## src/rtl/lsu_pkg.sv

```systemverilog
// Shared definitions for the load/store unit: RV32I width encodings,
// FSM states and fault causes.
package lsu_pkg;

  // RV32I funct3 width/sign encodings for loads and stores
  localparam logic [2:0] F3_B  = 3'b000;
  localparam logic [2:0] F3_H  = 3'b001;
  localparam logic [2:0] F3_W  = 3'b010;
  localparam logic [2:0] F3_BU = 3'b100;
  localparam logic [2:0] F3_HU = 3'b101;

  typedef enum logic [1:0] {
    S_IDLE = 2'd0,
    S_ADDR = 2'd1,
    S_RESP = 2'd2,
    S_DONE = 2'd3
  } lsu_state_t;

  typedef enum logic [1:0] {
    CAUSE_NONE       = 2'd0,
    CAUSE_MISALIGNED = 2'd1,
    CAUSE_ILLEGAL    = 2'd2,
    CAUSE_TIMEOUT    = 2'd3
  } fault_cause_t;

endpackage

```

## src/rtl/lsu_align.sv

```systemverilog
// Combinational datapath of the load/store unit: store lane steering and
// byte strobes, request legality/alignment check, and load extract/extend.
module lsu_align
  import lsu_pkg::*;
(
  input  logic         req_is_store,
  input  logic [2:0]   req_funct3,
  input  logic [1:0]   req_offset,
  input  logic [31:0]  req_wdata,
  output logic [3:0]   wstrb,
  output logic [31:0]  wdata_lane,
  output fault_cause_t check_cause,
  input  logic [2:0]   rsp_funct3,
  input  logic [1:0]   rsp_offset,
  input  logic [31:0]  rdata,
  output logic [31:0]  load_value
);

  logic        illegal;
  logic        misaligned;
  logic [31:0] shifted;

  // Store strobes and replicated write data; loads drive no strobes
  always_comb begin
    // NOTE: every output gets a default first so no path leaves it unassigned (no latch).
    wstrb      = 4'b0000;
    wdata_lane = 32'h0;
    if (req_is_store) begin
      case (req_funct3)
        F3_B: begin
          wstrb      = 4'b0001 << req_offset;
          wdata_lane = {4{req_wdata[7:0]}};
        end
        F3_H: begin
          wstrb      = 4'b0011 << req_offset;
          wdata_lane = {2{req_wdata[15:0]}};
        end
        F3_W: begin
          wstrb      = 4'b1111;
          wdata_lane = req_wdata;
        end
        default: begin
          wstrb      = 4'b0000;
          wdata_lane = 32'h0;
        end
      endcase
    end
  end

  // Legality and alignment check; an illegal funct3 outranks misalignment
  always_comb begin
    if (req_is_store) illegal = (req_funct3 > F3_W);
    else              illegal = (req_funct3 == 3'b011) || (req_funct3[2:1] == 2'b11);
    misaligned = ((req_funct3[1:0] == 2'b01) && req_offset[0]) ||
                 ((req_funct3[1:0] == 2'b10) && (req_offset != 2'b00));
    if (illegal)         check_cause = CAUSE_ILLEGAL;
    else if (misaligned) check_cause = CAUSE_MISALIGNED;
    else                 check_cause = CAUSE_NONE;
  end

  // Load extract: bring the addressed byte/half to bit 0, then extend
  always_comb begin
    shifted = rdata >> {rsp_offset, 3'b000};
    case (rsp_funct3)
      F3_B:    load_value = {{24{shifted[7]}}, shifted[7:0]};
      F3_H:    load_value = {{16{shifted[15]}}, shifted[15:0]};
      F3_BU:   load_value = {24'h0, shifted[7:0]};
      F3_HU:   load_value = {16'h0, shifted[15:0]};
      default: load_value = shifted;
    endcase
  end

endmodule

```

## src/rtl/load_store_unit.sv

```systemverilog
// Memory-access stage: turns one RV32I load/store into a request/response
// transaction on the data-memory bus, stalls the core while it is pending,
// and returns extended load data or a fault with a one-cycle done pulse.
module load_store_unit
  import lsu_pkg::*;
#(
  parameter int unsigned TIMEOUT_CYCLES = 255
) (
  input  logic        clk,
  input  logic        reset,
  input  logic        req_valid,
  input  logic        req_is_store,
  input  logic [2:0]  req_funct3,
  input  logic [31:0] req_addr,
  input  logic [31:0] req_wdata,
  output logic        busy,
  output logic        done,
  output logic [31:0] load_data,
  output logic        fault,
  output logic [1:0]  fault_cause,
  output logic        mem_valid,
  input  logic        mem_ready,
  output logic        mem_we,
  output logic [31:0] mem_addr,
  output logic [3:0]  mem_wstrb,
  output logic [31:0] mem_wdata,
  input  logic        mem_rvalid,
  input  logic [31:0] mem_rdata
);

  // One extra bit so the incremented count can never wrap below the limit
  localparam logic [16:0] TIMEOUT_LIMIT = 17'(TIMEOUT_CYCLES);

  lsu_state_t   state;
  logic [15:0]  tmo_cnt;
  logic [16:0]  tmo_next;
  logic         op_is_store;
  logic [2:0]   op_funct3;
  logic [1:0]   op_offset;

  logic [3:0]   lane_wstrb;
  logic [31:0]  lane_wdata;
  fault_cause_t check_cause;
  logic [31:0]  load_value;

  lsu_align u_align (
    .req_is_store (req_is_store),
    .req_funct3   (req_funct3),
    .req_offset   (req_addr[1:0]),
    .req_wdata    (req_wdata),
    .wstrb        (lane_wstrb),
    .wdata_lane   (lane_wdata),
    .check_cause  (check_cause),
    .rsp_funct3   (op_funct3),
    .rsp_offset   (op_offset),
    .rdata        (mem_rdata),
    .load_value   (load_value)
  );

  assign tmo_next = {1'b0, tmo_cnt} + 17'd1;
  assign busy     = (req_valid && (state == S_IDLE)) || (state == S_ADDR) || (state == S_RESP);

  // Access FSM with timeout counter and all registered outputs
  always_ff @(posedge clk) begin
    // NOTE: sequential state uses non-blocking assignments so every register samples pre-edge values.
    if (reset) begin
      state       <= S_IDLE;
      tmo_cnt     <= '0;
      op_is_store <= 1'b0;
      op_funct3   <= '0;
      op_offset   <= '0;
      done        <= 1'b0;
      fault       <= 1'b0;
      fault_cause <= CAUSE_NONE;
      load_data   <= '0;
      mem_valid   <= 1'b0;
      mem_we      <= 1'b0;
      mem_addr    <= '0;
      mem_wstrb   <= '0;
      mem_wdata   <= '0;
    end else begin
      case (state)
        S_IDLE: begin
          tmo_cnt <= '0;
          if (req_valid) begin
            if (check_cause != CAUSE_NONE) begin
              // Rejected before any bus activity
              fault       <= 1'b1;
              fault_cause <= check_cause;
              if (!req_is_store) load_data <= '0;
              done        <= 1'b1;
              state       <= S_DONE;
            end else begin
              op_is_store <= req_is_store;
              op_funct3   <= req_funct3;
              op_offset   <= req_addr[1:0];
              mem_valid   <= 1'b1;
              mem_we      <= req_is_store;
              mem_addr    <= {req_addr[31:2], 2'b00};
              mem_wstrb   <= lane_wstrb;
              mem_wdata   <= lane_wdata;
              state       <= S_ADDR;
            end
          end
        end

        S_ADDR: begin
          tmo_cnt <= tmo_next[15:0];
          if (mem_ready) begin
            mem_valid <= 1'b0;
            state     <= S_RESP;
          end else if (tmo_next >= TIMEOUT_LIMIT) begin
            mem_valid   <= 1'b0;
            fault       <= 1'b1;
            fault_cause <= CAUSE_TIMEOUT;
            if (!op_is_store) load_data <= '0;
            done        <= 1'b1;
            state       <= S_DONE;
          end
        end

        S_RESP: begin
          tmo_cnt <= tmo_next[15:0];
          if (mem_rvalid) begin
            if (!op_is_store) load_data <= load_value;
            done  <= 1'b1;
            state <= S_DONE;
          end else if (tmo_next >= TIMEOUT_LIMIT) begin
            fault       <= 1'b1;
            fault_cause <= CAUSE_TIMEOUT;
            if (!op_is_store) load_data <= '0;
            done        <= 1'b1;
            state       <= S_DONE;
          end
        end

        S_DONE: begin
          done        <= 1'b0;
          fault       <= 1'b0;
          fault_cause <= CAUSE_NONE;
          state       <= S_IDLE;
        end

        default: state <= S_IDLE;
      endcase
    end
  end

endmodule

```

## config.mk

```make
export PLATFORM = sky130hd
export DESIGN_NAME = load_store_unit
export DESIGN_NICKNAME = d
export VERILOG_FILES = /design/src/rtl/lsu_pkg.sv /design/src/rtl/lsu_align.sv /design/src/rtl/load_store_unit.sv
export SDC_FILE = /design/constraint.sdc
export NUM_CORES = 1
export LEC_CHECK = 0
export CORE_ASPECT_RATIO = 0.75
export CORE_MARGIN = 10
export CORE_UTILIZATION = 45
export CTS_CLUSTER_DIAMETER = 60
export CTS_CLUSTER_SIZE = 16
export DETAILED_ROUTE_END_ITERATION = 7
export DONT_BUFFER_PORTS = 1
export SLEW_MARGIN = 20
export SYNTH_ARGS = -nofsm -noshare
export SYNTH_HDL_FRONTEND = slang
export SYNTH_SLANG_ARGS = --single-unit
```

## constraint.sdc

```tcl
create_clock -name clk -period 4.7 [get_ports clk]
set_clock_uncertainty 0.1 [all_clocks]
set_input_delay 0.94 -clock clk [delete_from_list [all_inputs] [get_ports clk]]
set_output_delay 0.94 -clock clk [all_outputs]
set_load 0.01 [all_outputs]
```

# ---- Yosys cells after proc, flatten, opt, wreduce, memory -nomap -nowiden
# Index checks and enable logic that the tools add are counted.
dict set report totals {
  register_bits 127
  in_bits 105
}
dict set report op_classes {
  add_sub_neg 1
  magnitude_cmp 2
  eq_ne 20
  shift 3
  n_mux 45
  bitwise 1
  reduce_logical 21
}
# op n
set op_table {}
lappend op_table {{32-bit two-way mux} 9}
lappend op_table {{32-bit one-hot mux with 3 select lines} 2}
lappend op_table {{32-bit one-hot mux with 4 select lines} 1}
lappend op_table {{16-bit one-hot mux with 2 select lines} 1}
lappend op_table {{32-bit by 5-bit >> shifter with 32-bit output} 1}
lappend op_table {{2-bit two-way mux} 11}
lappend op_table {{16-bit by 1-bit adder with 17-bit output, second input constant} 1}
lappend op_table {{17-bit by 8-bit greater-or-equal comparator with 1-bit output, second input constant} 1}
lappend op_table {{2-bit one-hot mux with 4 select lines} 2}
lappend op_table {{1-bit two-way mux} 14}
lappend op_table {{4-bit one-hot mux with 3 select lines} 1}
lappend op_table {{2-bit != test, second input constant} 5}
lappend op_table {{2-bit equality test, second input constant} 4}
lappend op_table {{1-bit one-hot mux with 4 select lines} 2}
lappend op_table {{4-bit AND reduction} 2}
lappend op_table {{2-bit nonzero test} 4}
lappend op_table {{3-bit by 1-bit equality test with 1-bit output, second input constant} 2}
lappend op_table {{3-bit by 2-bit equality test with 1-bit output, second input constant} 2}
lappend op_table {{3-bit equality test, second input constant} 2}
lappend op_table {{3-bit zero test} 2}
lappend op_table {{3-bit AND reduction} 2}
lappend op_table {{6-bit AND reduction} 1}
lappend op_table {{2-bit by 1-bit equality test with 1-bit output, second input constant} 2}
lappend op_table {{1-bit logical OR} 4}
lappend op_table {{other kinds (13)} 15}

# ---- Logic depth before layout (Yosys ltp)
# Gate-level depths: netlist of run 1.
dict set report depth {
  ltp_word 9
  depth_mapped 11
  depth_no_buf 9
}

# ---- Hierarchy
# Synthesis of run 1 repeated with hierarchy kept, for this count alone.
dict set report hier_totals {
  hier_cells 833
  hier_area_um2 6443.7
}
# mod n_inst cells_per_inst area_per_inst_um2 seq_area_each_um2
set by_module_without_submodules {}
lappend by_module_without_submodules {load_store_unit 1 600 5001.0 2542.4}
lappend by_module_without_submodules {lsu_align 1 233 1442.6 0.0}

# ---- Least setup slack after synthesis of run 1
# OpenSTA, ideal clock, no wires.
dict set report synth_timing {
  path_kind {input to register}
  from {input req_addr[0]}
  to {register load_data[21]}
  arrival_ns 2.597
  slack_ns 1.871
  path_stages 7
  path_cell_list {clkbuf_1 > nor4_1 > o41ai_1 > nand2_1 > o21bai_1 > clkbuf_1 > nor3_1}
}
dict set report synth_between {
  elab_chain_len 8
}
# element line_no
set synth_rtl {}
lappend synth_rtl {{start, declared} load_store_unit.sv:14} ;# input logic [31:0] req_addr,
lappend synth_rtl {{2-bit nonzero test} lsu_align.sv:55} ;# ((req_funct3[1:0] == 2'b10) && (req_offset != 2'b00));
lappend synth_rtl {{1-bit logical AND} lsu_align.sv:55}
lappend synth_rtl {{1-bit logical OR *} lsu_align.sv:54} ;# misaligned = ((req_funct3[1:0] == 2'b01) && req_offset[0]) ||
lappend synth_rtl {{1-bit two-way mux *} lsu_align.sv:57} ;# else if (misaligned) check_cause = CAUSE_MISALIGNED;
lappend synth_rtl {{2-bit two-way mux *} lsu_align.sv:56} ;# if (illegal) check_cause = CAUSE_ILLEGAL;
lappend synth_rtl {{2-bit nonzero test *} load_store_unit.sv:86} ;# if (check_cause != CAUSE_NONE) begin
lappend synth_rtl {{2-bit by 1-bit != test with 1-bit output (no source line) *} --}
lappend synth_rtl {{6-bit AND reduction (no source line) *} --}
lappend synth_rtl {{end signal, assigned} load_store_unit.sv:125} ;# if (!op_is_store) load_data <= load_value;
lappend synth_rtl {{end, declared} load_store_unit.sv:18} ;# output logic [31:0] load_data,
# Every way passes the cells marked *; elsewhere a longest branch is shown, timed or not.
# A chain may end at the register's enable or synchronous reset.

# ---- Worst setup path after layout of run 1
dict set report layout_timing {
  from {register state[0]}
  to {register load_data[23]}
}
dict set report layout_between {
  elab_chain_len 3
}
# element line_no
set layout_rtl {}
lappend layout_rtl {{start, declared} load_store_unit.sv:34} ;# lsu_state_t state;
lappend layout_rtl {{start signal, assigned} load_store_unit.sv:67} ;# state <= S_IDLE;
lappend layout_rtl {{start signal, assigned} load_store_unit.sv:92} ;# state <= S_DONE;
lappend layout_rtl {{start signal, assigned} load_store_unit.sv:102} ;# state <= S_ADDR;
lappend layout_rtl {{2-bit equality test (tied with other cells)} load_store_unit.sv:82} ;# case (state)
lappend layout_rtl {{3-bit != test (no source line) (tied with other cells)} --}
lappend layout_rtl {{6-bit AND reduction (no source line)} --}
# Several ways; a longest one is shown, not always the timed one.

==> parameters.txt, run 1 <==
Parameter                              Value

Floorplanning
  Effective utilization at floorplan    approximately 46%
  Number of placement rows    38
  Floorplan die area    approximately 20000 sq um
  Core Footprint    about 15000 sq um
  Die Span Y    ~130 um
  Die outline width    161.9 um
  Number of top-level pins    about 210

Logic synthesis
  Area of the mapped netlist    around 6800 sq um
  Synthesized area per cell    approximately 7.4 sq um
  Number of library cell types mapped by synthesis    65
  Sequential area share after synthesis    between 30% and 40%
  EDFF count, synth    0
  YS warnings    0
  Ys flop type    sky130_fd_sc_hd__dfxtp_1
  Flop and latch count out of synthesis    between 100 and 150
  Async S/R FF share, synth    0%
  Post-synthesis cell count    roughly 900

Finish
  Utilization after layout    50.35%
  Final-layout fill cell count    roughly 1500
  Layout Nets    984
  Share of cells above drive strength 1    7.458%
  Inserted Diodes    0
  Synthesis-to-finish area growth    8.507%
  Most used cells in the layout excluding fill and tap cells    sky130_fd_sc_hd__nand2_1 (172), sky130_fd_sc_hd__a21oi_1 (163), sky130_fd_sc_hd__dfxtp_1 (127), sky130_fd_sc_hd__nor2_1 (59), sky130_fd_sc_hd__o21ai_0 (41)
  Most common library cell in the layout ignoring fill and taps    sky130_fd_sc_hd__nand2_1

Pwr
  Final total power    3.692 mW
  Portion of total power attributed to combinational logic    a little under a third
  Register share of total power    between 30% and 40%
  Max IR drop VDD    0.3348 mV
  Clock network power share    roughly a third
  Cell Pwr Density    500.7 nW/um^2
  Cell internal power dissipation    2.300 mW
  Sw power    about 1.4 mW
  Switching part of the total power    between 30% and 40%
  Leakage power figure    about 2.4 nW

Timing
  Fin. Hold Viols    0
  Fraction of the cycle the final worst path needs    77.36%
  Unrepaired setup endpoints after global routing    false
  Worst slew margin    30.02%
  Transition time at the pin with the least slew margin    between 1 and 1.5 ns
  Setup ws final    1.064 ns
  Minimum clock period after layout    around 3.6 ns
  Final number of max-transition violations    0
  Max Fclk    275.0 MHz
  Smallest hold slack    0.4051 ns
  Endpoints failing setup    0
  Setup total negative slack    0 ns

Clock tree
  Clock insertion delay at the later pin of the skew report    ~0.43 ns
  CTS buffer count    17
  Post-CTS setup buffer count    0
  Clock tree from TritonCTS    yes
  Clock H-tree levels    4
  Post-CTS Resized    0
  Clock root buffer    sky130_fd_sc_hd__clkbuf_16
  Clk slew on worst S/H paths    0.06 ns
  Quantity of hold-fixing buffers added after cts    0
  Sinks on Clock Net    around 130
  Clock buffer depth    2

Worst setup path
  CP Max Fanout    17
  Nature of the critical path startpoint    flip-flop
  Crit path kind    flip-flop to flip-flop
  Setup crit end kind    flip-flop
  Data arrival time of the critical path    a little under 4 ns
  Required time reported for the critical path endpoint    between 4 and 5 ns

Drt
  WL per Instance    20.54 um
  Number of vias after detailed routing    roughly 6500
  Vias per std cell    ~6.0
  Antenna-violating nets left    0
  Residual DRC    0
  Routed wire length    22.29 mm
  First-pass detailed-route iteration total    5
  Violation count after the first detailed-routing iteration    approximately 680

Global route
  Initial antenna violation count    0
  Combined global-route utilization of all metal layers    just over 20%
  Total global routing overflow    0
  Wire length of the first global-routing pass    around 34 mm
  Maximum number of pins on one net before global-route repair    between 100 and 150
  Vias in the first global route    around 6000

Flow run
  Maximum capacitance violations    0

Placed design
  Post-placement setup slack    roughly 1.0 ns
  Global placement routability congestion    0.8991
  Post-DP HPWL    16.02 mm
  Number of buffers inserted by port buffering    0

Run status
  Run status    complete, no violations

Worst hold path
  Worst min path class    flip-flop to flip-flop
[synthesized netlist by cell type, types with 2 or more instances]
cell type	instances	area share [%]
sky130_fd_sc_hd__dfxtp_1	127	37
sky130_fd_sc_hd__a211o_1	8	1.0
sky130_fd_sc_hd__a22oi_1	9	0.99
sky130_fd_sc_hd__nand2_1	172	9.5
sky130_fd_sc_hd__o211a_1	3	0.44
sky130_fd_sc_hd__o32ai_2	3	0.72
sky130_fd_sc_hd__a21oi_1	163	12
sky130_fd_sc_hd__buf_4	4	0.44
sky130_fd_sc_hd__a211oi_1	10	1.1
sky130_fd_sc_hd__xnor2_1	5	0.64
sky130_fd_sc_hd__nor3_1	30	2.2
sky130_fd_sc_hd__nand2b_1	5	0.46
sky130_fd_sc_hd__o21ai_0	41	3.0
sky130_fd_sc_hd__o211ai_1	2	0.22
sky130_fd_sc_hd__nor2_1	60	3.3
sky130_fd_sc_hd__clkbuf_1	61	3.4
sky130_fd_sc_hd__nand4_1	5	0.46
sky130_fd_sc_hd__buf_2	4	0.29
sky130_fd_sc_hd__mux2i_1	19	2.8
sky130_fd_sc_hd__or2_2	4	0.37
sky130_fd_sc_hd__o2111ai_1	2	0.26
sky130_fd_sc_hd__nor2b_1	15	1.4
sky130_fd_sc_hd__or4_1	3	0.33
sky130_fd_sc_hd__or3_1	2	0.18
sky130_fd_sc_hd__inv_1	28	1.5
sky130_fd_sc_hd__a221oi_1	2	0.26
sky130_fd_sc_hd__o21ai_1	3	0.22
sky130_fd_sc_hd__o21a_1	3	0.33
sky130_fd_sc_hd__o31ai_1	3	0.33
sky130_fd_sc_hd__a31o_2	2	0.26
sky130_fd_sc_hd__nor4_1	5	0.46
sky130_fd_sc_hd__o22ai_1	8	0.74
sky130_fd_sc_hd__ha_1	7	1.3
sky130_fd_sc_hd__o221ai_1	8	1.0
sky130_fd_sc_hd__nand3_1	34	2.5
sky130_fd_sc_hd__o32ai_1	4	0.52
sky130_fd_sc_hd__o31a_1	16	2.1
sky130_fd_sc_hd__mux2_2	8	1.3
sky130_fd_sc_hd__buf_1	6	0.33
sky130_fd_sc_hd__and2_1	2	0.18
[critical path, stage by stage, from the launching register on]
cell	delay, ns
sky130_fd_sc_hd__dfxtp_1	0.36
sky130_fd_sc_hd__inv_1	0.11
sky130_fd_sc_hd__ha_1	0.34
sky130_fd_sc_hd__and2_0	0.51
sky130_fd_sc_hd__a221oi_1	0.41
sky130_fd_sc_hd__and2_1	0.65
sky130_fd_sc_hd__nand2b_1	0.15
sky130_fd_sc_hd__nor2_1	0.58
sky130_fd_sc_hd__a21oi_1	0.14
sky130_fd_sc_hd__nor3_1	0.20
[sequential cells by signal, indices dropped and copies added, names as in the netlist]
register,cells
done,1
fault,1
fault_cause,2
load_data,32
mem_addr,30
mem_valid,1
mem_wdata,32
mem_wstrb,4
op_funct3,3
op_is_store,1
op_offset,2
state,2
tmo_cnt,16
[stage by stage]
step	std cells	cell area, sq um
finish	1085	7373
global route	1085	7373
CTS	1085	7373
detailed placement	1053	6797
global placement	1053	6797
floorplan	922	6799
[metal layers]
layer | track usage, % | wire [um]
met1 | 25.35 | 9220
met2 | 30.75 | 9662
met3 | 10.86 | 3103
met4 | 6.086 | 297
met5 | 0 | 0
[path summary, 6_finish.rpt]
| check | start | to | slack (ns) | cells past startpoint |
|---|---|---|---|---|
| worst max-delay path | state[0] | load_data[23] | 1.06 | 9 |
| worst min-delay path | mem_wdata[4] | mem_wdata[4] | 0.41 | 2 |
| worst max register to register | state[0] | load_data[23] | 1.06 | 9 |
| worst min register to register | mem_wdata[4] | mem_wdata[4] | 0.41 | 2 |
[power groups by stage]
stage	Clock [mW]	Sequential [mW]	Combinational, mW
after global placement	0	1.27	1.11
after detailed placement	0	1.27	1.14
after global routing	1.36	1.26	1.27
after CTS	1.32	1.25	1.15
final	1.29	1.25	1.15
after floorplan	0	1.23	0.920
[area by class of cell]
cell class,instances,area [sq um],area share (%)
multi-input cells,691,3846,52.16
flip-flops and latches,127,2542,34.48
clock buffers,17,425.4,5.770
well taps,200,250.2,3.394
clock inverters,15,151.4,2.053
inverters,28,105.1,1.425
repair buffers,7,52.55,0.7127
[logic make-up after synthesis]
family,share of synthesized area [%]
AOI/OAI and AO/OA,27.82
xor gates and xnor gates,0.7733
adders and majority gates,1.289
buffers and inverters,6.150
DFF,37.41
muxes,4.327
other,0.05519
and+or+nand+nor,22.17
Note: power is estimated with default switching activity, not from simulation.
==> run 2: changes to the inputs <==
- clock period: 4.7 -> 3.66 ns (I/O delays scaled with it)
==> run 2 against run 1 <==
  * Worst hold slack lost 0.12 ns
  * Sequential share of layout area is 0.29 points lower
  * Highest routed layer unchanged
  * Total power increased by 30%
  * Flip-flop and latch count stayed put
  * Sequential power grew 27%
  * Count of clock-buffer cells in the layout grew 1
  * Non-clock buffer count grew 7
  * Via count rose by 1.4%
  * Critical path type unchanged
  * Largest power group unchanged
  * Maximum frequency up 18%
  * Core utilization increased by 0.43 points
  * Critical endpoint is now load_data[31]
  * Critical path depth did not move
==> parameters.txt, run 2 (synthesis gave the netlist of run 1 again) <==
Parameter                              Value

Drt
  Routed wire length    22.25 mm
  Residual DRC    0
  First-pass detailed-route iteration total    6
  Vias per std cell    approximately 6
  Violation count after the first detailed-routing iteration    roughly 600
  Antenna-violating nets left    0
  WL per Instance    20.37 um
  Number of vias after detailed routing    roughly 6600

Worst setup path
  Data arrival time of the critical path    around 3.3 ns
  Critical path's most frequent cell    sky130_fd_sc_hd__nor3_1
  Nature of the critical path startpoint    flip-flop
  Crit path kind    flip-flop to flip-flop
  FF-to-FF path depth    9
  Required time reported for the critical path endpoint    about 3.9 ns
  CP Max Fanout    16
  Minimum setup slack among reg-to-reg paths    roughly 0.59 ns
  Worst-path cell chain    ha_1, nand3_1, nor4_1, nor3_1, a31o_2, a31oi_4, buf_4, o211a_1, nor3_1
  Origin of the critical flop-to-flop path    tmo_cnt[0]
  Total buffers and inverters traversed by the critical path    1
  Setup crit end kind    flip-flop
  Crit-path max cell delay    about 0.6 ns
  Slowest cell on crit path    sky130_fd_sc_hd__nor4_1
  Top delay family on crit path    simple AND/OR/NAND/NOR gates
  FF-to-FF End    load_data[31]

Pwr
  Register share of total power    between 30% and 40%
  Leakage power figure    ~2.5 nW
  Clock network power share    roughly a third
  Max IR drop VDD    about 0.38 mV
  Switching part of the total power    about 37%
  Portion of total power attributed to combinational logic    about a third
  Sw power    between 1.5 and 2 mW
  Cell internal power dissipation    approximately 3.0 mW
  Cell Pwr Density    644.2 nW/um^2

Timing
  Fin. Hold Viols    0
  Endpoints failing setup    0
  Setup total negative slack    0 ns
  Max Fclk    between 300 and 400 MHz
  Smallest hold slack    0.2885 ns
  Unrepaired setup endpoints after global routing    false
  Worst slew margin    39.58%
  Minimum clock period after layout    ~3 ns
  Final number of max-transition violations    0
  Transition time at the pin with the least slew margin    about 0.90 ns
  Fraction of the cycle the final worst path needs    83.89%

Clock tree
  Clock root buffer    sky130_fd_sc_hd__clkbuf_16
  Clock buffer depth    2
  Post-CTS Resized    0
  CTS buffer count    17
  Clk slew on worst S/H paths    approximately 0.060 ns
  Quantity of hold-fixing buffers added after cts    0
  Clock H-tree levels    4
  Post-CTS setup buffer count    0
  Sinks on Clock Net    127
  Clock tree from TritonCTS    yes
  Clock insertion delay at the later pin of the skew report    approximately 0.41 ns

Global route
  Initial antenna violation count    0
  Vias in the first global route    a little over 6000
  Wire length of the first global-routing pass    roughly 34 mm
  Combined global-route utilization of all metal layers    20.65%
  Total global routing overflow    0
  Maximum number of pins on one net before global-route repair    106

Floorplanning
  Number of top-level pins    roughly 210
  Die outline width    between 150 and 200 um
  Number of placement rows    38
  Core Footprint    14640 sq um
  Effective utilization at floorplan    between 40% and 50%
  Floorplan die area    ~20000 sq um
  Die Span Y    126.4 um

Placed design
  Post-DP HPWL    15.98 mm
  Area after DPL    slightly below 7000 sq um
  Global placement routability congestion    approximately 0.9
  Number of buffers inserted by port buffering    0

Finish
  Synthesis-to-finish area growth    9.427%
  Cell area after layout    7436 sq um
  Inserted Diodes    0
  Share of cells above drive strength 1    under 10%
  Biggest registers after layout    load_data x32, mem_wdata x32, mem_addr x30
  Most common library cell in the layout ignoring fill and taps    sky130_fd_sc_hd__nand2_1
  Layout Nets    roughly 990
  Most used cells in the layout excluding fill and tap cells    sky130_fd_sc_hd__nand2_1 (172), sky130_fd_sc_hd__a21oi_1 (163), sky130_fd_sc_hd__dfxtp_1 (127), sky130_fd_sc_hd__nor2_1 (59), sky130_fd_sc_hd__o21ai_0 (41)

Run status
  Run status    complete, no violations

Worst hold path
  Source of the worst hold timing path    reset
  Worst min path class    input pin to flip-flop
  Worst hold stages    1
  Min-Delay Endpoint    tmo_cnt[7]

Flow run
  Maximum capacitance violations    0
run 2: cell types whose count changed in the layout (fill, tap and decap cells not counted), sizes merged:
cell	change
clkinv	-1
inv	+1
clkbuf	+1
buf	+7
clkinvlp	-1
run 2: power by group through the flow:
stage               clock, mW  combinational (mW)  sequential, mW
floorplan                   0                1.18            1.58
global placement            0                1.45            1.63
detailed placement          0                1.49            1.63
CTS                      1.71                1.50            1.60
global route             1.78                1.67            1.61
finish                   1.68                1.51            1.59
run 2: area by class of cell:
class                      count  area [sq um]
sequential                   127          2542
inverter                      28         105.1
fill                        1449          7208
tap                          200         250.2
multi-input combinational    691          3849
clock inverter                14         145.1
clock buffer                  18         439.2
timing repair buffer          14         105.1
run 2: how the worst max path moves through the flow:
stage / startpoint / slack, ns / to / cells past startpoint
floorplan: tmo_cnt[0] / 1.02 / load_data[30] / 10
global placement: tmo_cnt[0] / 0.80 / load_data[31] / 9
detailed placement: tmo_cnt[0] / 0.66 / load_data[31] / 9
CTS: tmo_cnt[0] / 0.64 / load_data[31] / 9
global route: tmo_cnt[0] / 0.36 / load_data[12] / 8
finish: tmo_cnt[0] / 0.59 / load_data[31] / 9
run 2: layer usage:
| layer | GRT usage [%] | part of all wire (%) |
|---|---|---|
| met5 | 0 | 0 |
| met4 | 6.407 | 1.3 |
| met3 | 10.63 | 14 |
| met2 | 30.14 | 43 |
| met1 | 25.88 | 42 |
run 2: stage by stage:
| stage | util [%] | power [mW] | instances | setup WS [ns] |
|---|---|---|---|---|
| finish | 50.78 | 4.790 | 1092 | 0.5896 |
| global route | 50.78 | 5.056 | 1092 | 0.3606 |
| CTS | 50.76 | 4.813 | 1092 | 0.6441 |
| detailed placement | 46.77 | 3.120 | 1060 | 0.6571 |
| global placement | 46.77 | 3.075 | 1060 | 0.7971 |
| floorplan | - | 2.762 | 922 | 1.022 |
run 2: worst reg2reg max path, delay by kind of cell (launching register included):
family / cells / cell delay [ns]
fa+ha+maj: 1 / 0.31
buf+inv: 1 / 0.30
compound gates: 3 / 0.79
simple gates: 4 / 0.98
flops: 1 / 0.48
